`src/rtl/tpu_host_pkg.sv`:
```
// Shared constants for the TPU host bridge: address map, register offsets,
// STATUS/CTRL bit positions and the sequencer state encoding.
package tpu_host_pkg;

    localparam logic [1:0] REG_WT  = 2'd0;
    localparam logic [1:0] REG_ACT = 2'd1;
    localparam logic [1:0] REG_RES = 2'd2;
    localparam logic [1:0] REG_CSR = 2'd3;

    localparam logic [5:0] OFS_CTRL   = 6'h00;
    localparam logic [5:0] OFS_STATUS = 6'h01;
    localparam logic [5:0] OFS_CFG    = 6'h02;

    localparam int unsigned CTRL_START = 0;
    localparam int unsigned CTRL_CLEAR = 1;

    localparam int unsigned ST_BUSY     = 0;
    localparam int unsigned ST_DONE     = 1;
    localparam int unsigned ST_ERR_BUSY = 2;
    localparam int unsigned ST_ERR_ADDR = 3;
    localparam int unsigned ST_ERR_TO   = 4;

    typedef enum logic {
        S_IDLE,
        S_RUN
    } state_t;

endpackage

```
`src/rtl/tpu_host_bridge_byte_bank.sv`:
```
// DEPTH x 8 register bank: one synchronous write port, two asynchronous
// read ports (host side and core side). Cleared by reset.
module byte_bank #(
    parameter int unsigned DEPTH = 64,
    parameter int unsigned AW    = 6
) (
    input  logic          clk,
    input  logic          rst_n,
    input  logic          we,
    input  logic [AW-1:0] waddr,
    input  logic [7:0]    wdata,
    input  logic [AW-1:0] host_addr,
    output logic [7:0]    host_data,
    input  logic [AW-1:0] core_addr,
    output logic [7:0]    core_data
);

    logic [7:0] mem [DEPTH];

    always_ff @(posedge clk or negedge rst_n) begin
        if (!rst_n) begin
            mem <= '{default: '0};
        end else if (we) begin
            mem[waddr] <= wdata;
        end
    end

    assign host_data = mem[host_addr];
    assign core_data = mem[core_addr];

endmodule

```
`src/rtl/tpu_host_bridge.sv`:
```
// Host-side bridge between the SPI slave and the TPU core: address decode,
// operand/result banks, control/status registers, run sequencer and watchdog.
module tpu_host_bridge
    import tpu_host_pkg::*;
#(
    parameter int unsigned BANK_DEPTH  = 64,
    parameter int unsigned TIMEOUT_CYC = 65535
) (
    input  logic       clk,
    input  logic       rst_n,
    input  logic [7:0] host_addr,
    input  logic [7:0] host_wdata,
    input  logic       host_wvalid,
    input  logic       host_wen,
    input  logic       host_start,
    output logic [7:0] host_rdata,
    output logic       host_busy,
    output logic       host_done,
    output logic       core_start,
    output logic [1:0] core_mode,
    input  logic [5:0] core_wt_addr,
    output logic [7:0] core_wt_data,
    input  logic [5:0] core_act_addr,
    output logic [7:0] core_act_data,
    input  logic       core_res_we,
    input  logic [5:0] core_res_addr,
    input  logic [7:0] core_res_data,
    input  logic       core_done,
    output logic       core_abort
);

    localparam logic [15:0] WD_LAST = 16'(TIMEOUT_CYC - 1);

    state_t      state;
    logic [15:0] wd;
    logic [7:0]  cfg;
    logic        err_busy, err_addr, err_to;
    logic [7:0]  status;

    logic [1:0]  region;
    logic [5:0]  idx;
    logic        wr, running;
    logic        hit_wt, hit_act, hit_ctrl, hit_status, hit_cfg;
    logic        start_req, clear_req, addr_err, busy_err;
    logic        wt_we, act_we, cfg_we;
    logic [7:0]  wt_host, act_host, res_host;

    assign region     = host_addr[7:6];
    assign idx        = host_addr[5:0];
    assign wr         = host_wvalid & host_wen;
    assign running    = (state == S_RUN);

    assign hit_wt     = (region == REG_WT);
    assign hit_act    = (region == REG_ACT);
    assign hit_ctrl   = (region == REG_CSR) && (idx == OFS_CTRL);
    assign hit_status = (region == REG_CSR) && (idx == OFS_STATUS);
    assign hit_cfg    = (region == REG_CSR) && (idx == OFS_CFG);

    // Only WT, ACT, CTRL and CFG accept writes; anything else is an address error.
    assign addr_err   = wr & ~(hit_wt | hit_act | hit_ctrl | hit_cfg);
    assign start_req  = host_start | (wr & hit_ctrl & host_wdata[CTRL_START]);
    assign clear_req  = wr & hit_ctrl & host_wdata[CTRL_CLEAR];
    assign busy_err   = running & (start_req | (wr & (hit_wt | hit_act | hit_cfg)));

    assign wt_we      = wr & hit_wt  & ~running;
    assign act_we     = wr & hit_act & ~running;
    assign cfg_we     = wr & hit_cfg & ~running;

    assign status     = {3'b000, err_to, err_addr, err_busy, host_done, host_busy};
    assign core_mode  = cfg[1:0];

    byte_bank #(.DEPTH(BANK_DEPTH), .AW(6)) u_wt (
        .clk(clk), .rst_n(rst_n), .we(wt_we), .waddr(idx), .wdata(host_wdata),
        .host_addr(idx), .host_data(wt_host),
        .core_addr(core_wt_addr), .core_data(core_wt_data)
    );

    byte_bank #(.DEPTH(BANK_DEPTH), .AW(6)) u_act (
        .clk(clk), .rst_n(rst_n), .we(act_we), .waddr(idx), .wdata(host_wdata),
        .host_addr(idx), .host_data(act_host),
        .core_addr(core_act_addr), .core_data(core_act_data)
    );

    // The result bank is written only by the core; the host reads it on the first port.
    byte_bank #(.DEPTH(BANK_DEPTH), .AW(6)) u_res (
        .clk(clk), .rst_n(rst_n), .we(core_res_we), .waddr(core_res_addr), .wdata(core_res_data),
        .host_addr(idx), .host_data(res_host),
        .core_addr(core_res_addr), .core_data()
    );

    always_comb begin
        host_rdata = '0;
        unique case (region)
            REG_WT:  host_rdata = wt_host;
            REG_ACT: host_rdata = act_host;
            REG_RES: host_rdata = res_host;
            default: begin
                if (hit_status)   host_rdata = status;
                else if (hit_cfg) host_rdata = cfg;
            end
        endcase
    end

    always_ff @(posedge clk or negedge rst_n) begin
        if (!rst_n) begin
            state      <= S_IDLE;
            wd         <= '0;
            cfg        <= '0;
            err_busy   <= 1'b0;
            err_addr   <= 1'b0;
            err_to     <= 1'b0;
            host_busy  <= 1'b0;
            host_done  <= 1'b0;
            core_start <= 1'b0;
            core_abort <= 1'b0;
        end else begin
            core_start <= 1'b0;
            core_abort <= 1'b0;
            if (cfg_we) cfg <= host_wdata;
            // Clear first so that any event in the same cycle still sets its flag.
            if (clear_req) begin
                host_done <= 1'b0;
                err_busy  <= 1'b0;
                err_addr  <= 1'b0;
                err_to    <= 1'b0;
            end
            if (addr_err) err_addr <= 1'b1;
            if (busy_err) err_busy <= 1'b1;
            case (state)
                S_IDLE: begin
                    if (start_req) begin
                        state      <= S_RUN;
                        core_start <= 1'b1;
                        host_busy  <= 1'b1;
                        host_done  <= 1'b0;
                        wd         <= '0;
                    end
                end
                S_RUN: begin
                    if (core_done) begin
                        state     <= S_IDLE;
                        host_busy <= 1'b0;
                        host_done <= 1'b1;
                    end else if (wd == WD_LAST) begin
                        state      <= S_IDLE;
                        host_busy  <= 1'b0;
                        core_abort <= 1'b1;
                        err_to     <= 1'b1;
                    end else begin
                        wd <= wd + 16'd1;
                    end
                end
                default: state <= S_IDLE;
            endcase
        end
    end

endmodule

```
`config.mk`:
```
export PLATFORM = sky130hd
export DESIGN_NAME = tpu_host_bridge
export DESIGN_NICKNAME = d
export VERILOG_FILES = /design/src/rtl/tpu_host_pkg.sv /design/src/rtl/tpu_host_bridge_byte_bank.sv /design/src/rtl/tpu_host_bridge.sv
export SDC_FILE = /design/constraint.sdc
export NUM_CORES = 2
export LEC_CHECK = 0
export BUFFER_PORTS_ARGS = -buffer_cell sky130_fd_sc_hd__buf_2
export CORE_ASPECT_RATIO = 1.1
export CORE_MARGIN = 1.5
export CORE_UTILIZATION = 27
export CTS_CLUSTER_SIZE = 28
export DETAILED_ROUTE_END_ITERATION = 16
export PLACE_DENSITY_LB_ADDON = 0.05
export SYNTH_ARGS = -nofsm -noshare
export SYNTH_HDL_FRONTEND = slang
export SYNTH_HIERARCHICAL = 1
export SYNTH_SLANG_ARGS = --single-unit
```
`constraint.sdc`:
```
create_clock -name clk -period 7.8 [get_ports clk]
set_clock_uncertainty 0.1 [all_clocks]
set_input_delay 0.39 -clock clk [delete_from_list [all_inputs] [get_ports clk]]
set_output_delay 0.39 -clock clk [all_outputs]
set_load 0.02 [all_outputs]
```
==> impl_results.md <==
* Max Cap Violations at 0
* Initial DRC count at 3,006
* Initial antenna violation count at 20
* Global routing's busiest layer: met2
* Global routing usage on met3 at 2.41%
* R2r setup slk at 4.04 ns
* Critical Path AT at 4.65 ns
* Cell row count at 211
* Final Cycle Share at 65.9%
* Largest net degree at the start of global routing at 154
* Drt wl/cell at 30.9 um
* Total wire length at 291,000 um
* Final setup fails at 0
* Share of layout cells above drive strength 1 at 52.4%
* Util after Layout at 30.8%
* Post-CTS Setup Repair Bufs at 0
* Global route total overflow at 0
* Syn_nets at 5,426
* Area Overhead vs Synth at 13.5%
* Post-DR vias/cell at 5.19
* Latest clock arrival within the worst-skew pair at 0.88 ns
* Die Height at 578 um
* Synth warnings at 6
* Status: finished, final reports clean
* CP cell instances: clkbuf_8 -> clkinv_1 -> buf_4 -> mux4_2 -> nor2_1 -> o21ai_1 -> nor2b_1 -> a211oi_1 -> a21oi_1 -> buf_2
* CTS Hold Bufs at 8
* Critical path's slowest cell: clkinv_1
* GR Util met1 at 26.7%
* Peak supply drop at 0.158 mV
* Min Tclk post-route at 5.14 ns
* Global-route wire length before repair at 421,000 um
* Synth Cell Area at 0.0812 sq mm
* Leakage at 40.7 nW
* Most frequent cells in the layout: mux2_2 (1,572), dfrtp_1 (1,568), mux4_2 (631), clkbuf_16 (207), nand2_1 (153)
* Vias at 48,972
* Worst min path class: in -> reg
* CP max FO at 49
* Sink Count at 1,568
* Commonest non-fill, non-tap cell in the layout: mux2_2
* Setup TNS at 0 ns
* Final HPWL DP at 183,000 um
* WP data required at 7.31 ns
* Die area at 0.304 sq mm
* Pre-antenna DRT Iters at 5
* Critical Path Start Type: input pin
* Initial Utilization at 27.1%
* Fin. Hold Viols at 0
* CP endpoint kind: primary output
* Syn Inst Count at 5,375
* WP buf/inv at 4
* Drt drc at 0
* CTS tree: done
* Routed Antenna Nets at 0
* RSZ-0062 raised after global routing: no
* CTS root buffer: clkbuf_16
* Worst slew pin tran at 1.21 ns
* Post-CTS sizing at 0
* Fmax at 0.194 GHz
* Die extent in x at 526 um
* Syn Area/Cell at 15.1 sq um
* Number of global-route vias before repair at 52,228
* PD cells at 222 mW/mm^2
* CTS buffer count at 202
* Fin nets at 5,375
* CP delay by family, top: buffers and inverters
* Total track usage at 19.1%
* Critical path class: in -> out
* Crit path largest cell delay at 1.02 ns
* Clk slew on worst S/H paths at 0.06 ns
* Max clock buf depth at 4
* Met2 Use GR at 31.4%
* Port Buffers at 78
* Worst slew margin at 19.4%
* Core Area at 0.300 sq mm
* Final GP Congestion at 0.763
* Count of pins over their slew limit at 0
* IO Pins at 79
* H-tree levels at 4
[cell type report]
class / count / area (sq um)
inverter: 7 / 26.3
tap: 3940 / 4930
sequential: 1568 / 39200
clock buffer: 314 / 6150
fill: 29602 / 207000
multi-input combinational: 3348 / 39600
antenna: 10 / 25.0
clock inverter: 43 / 487
timing repair buffer: 197 / 1680
[layer usage]
| metal | vias to the layer above | wire, um |
|---|---|---|
| met5 | - | 70 |
| met4 | 10 | 6950 |
| met3 | 308 | 9800 |
| met2 | 851 | 139000 |
| met1 | 27230 | 135000 |
| li1 | 20573 | - |
[where the power goes]
part	total (mW)	internal (mW)	leakage [nW]	switching (mW)
sequential	8.87	8.60	21.5	0.264
combinational	2.06	0.876	16.0	1.19
clock	9.50	5.65	3.28	3.86
[flip-flops by register name, indices dropped and copies added (netlist names), 8 cells and up]
register   flops
u_res/mem    512
wd            16
u_act/mem    512
u_wt/mem     512
cfg            8
[stage by stage]
stage	power, mW	hold slack (ns)	cell area [sq um]	instances	setup WS, ns
2_1_floorplan	10.2	-0.00559	81200	5375	4.95
3_3_place_gp	11.1	0.290	85400	9052	2.30
3_5_place_dp	11.1	0.295	85400	9052	2.36
4_1_cts	20.9	0.0234	92100	9417	2.35
5_1_grt	21.4	0.0871	92100	9421	2.45
6_report	20.4	0.0933	92200	9427	2.66
[worst paths after layout]
check                              start             end  cells after the start
setup / recovery            host_addr[2]   host_rdata[1]                     10
hold / removal             host_wdata[7]    u_wt/mem[71]                      2
setup reg to reg                 running  u_act/mem[134]                      6
hold reg to reg                   err_to          err_to                      1
max in group asynchronous          rst_n  u_res/mem[409]                      5
min in group asynchronous          rst_n   u_wt/mem[378]                      3
Note: power is estimated with default switching activity, not from simulation.
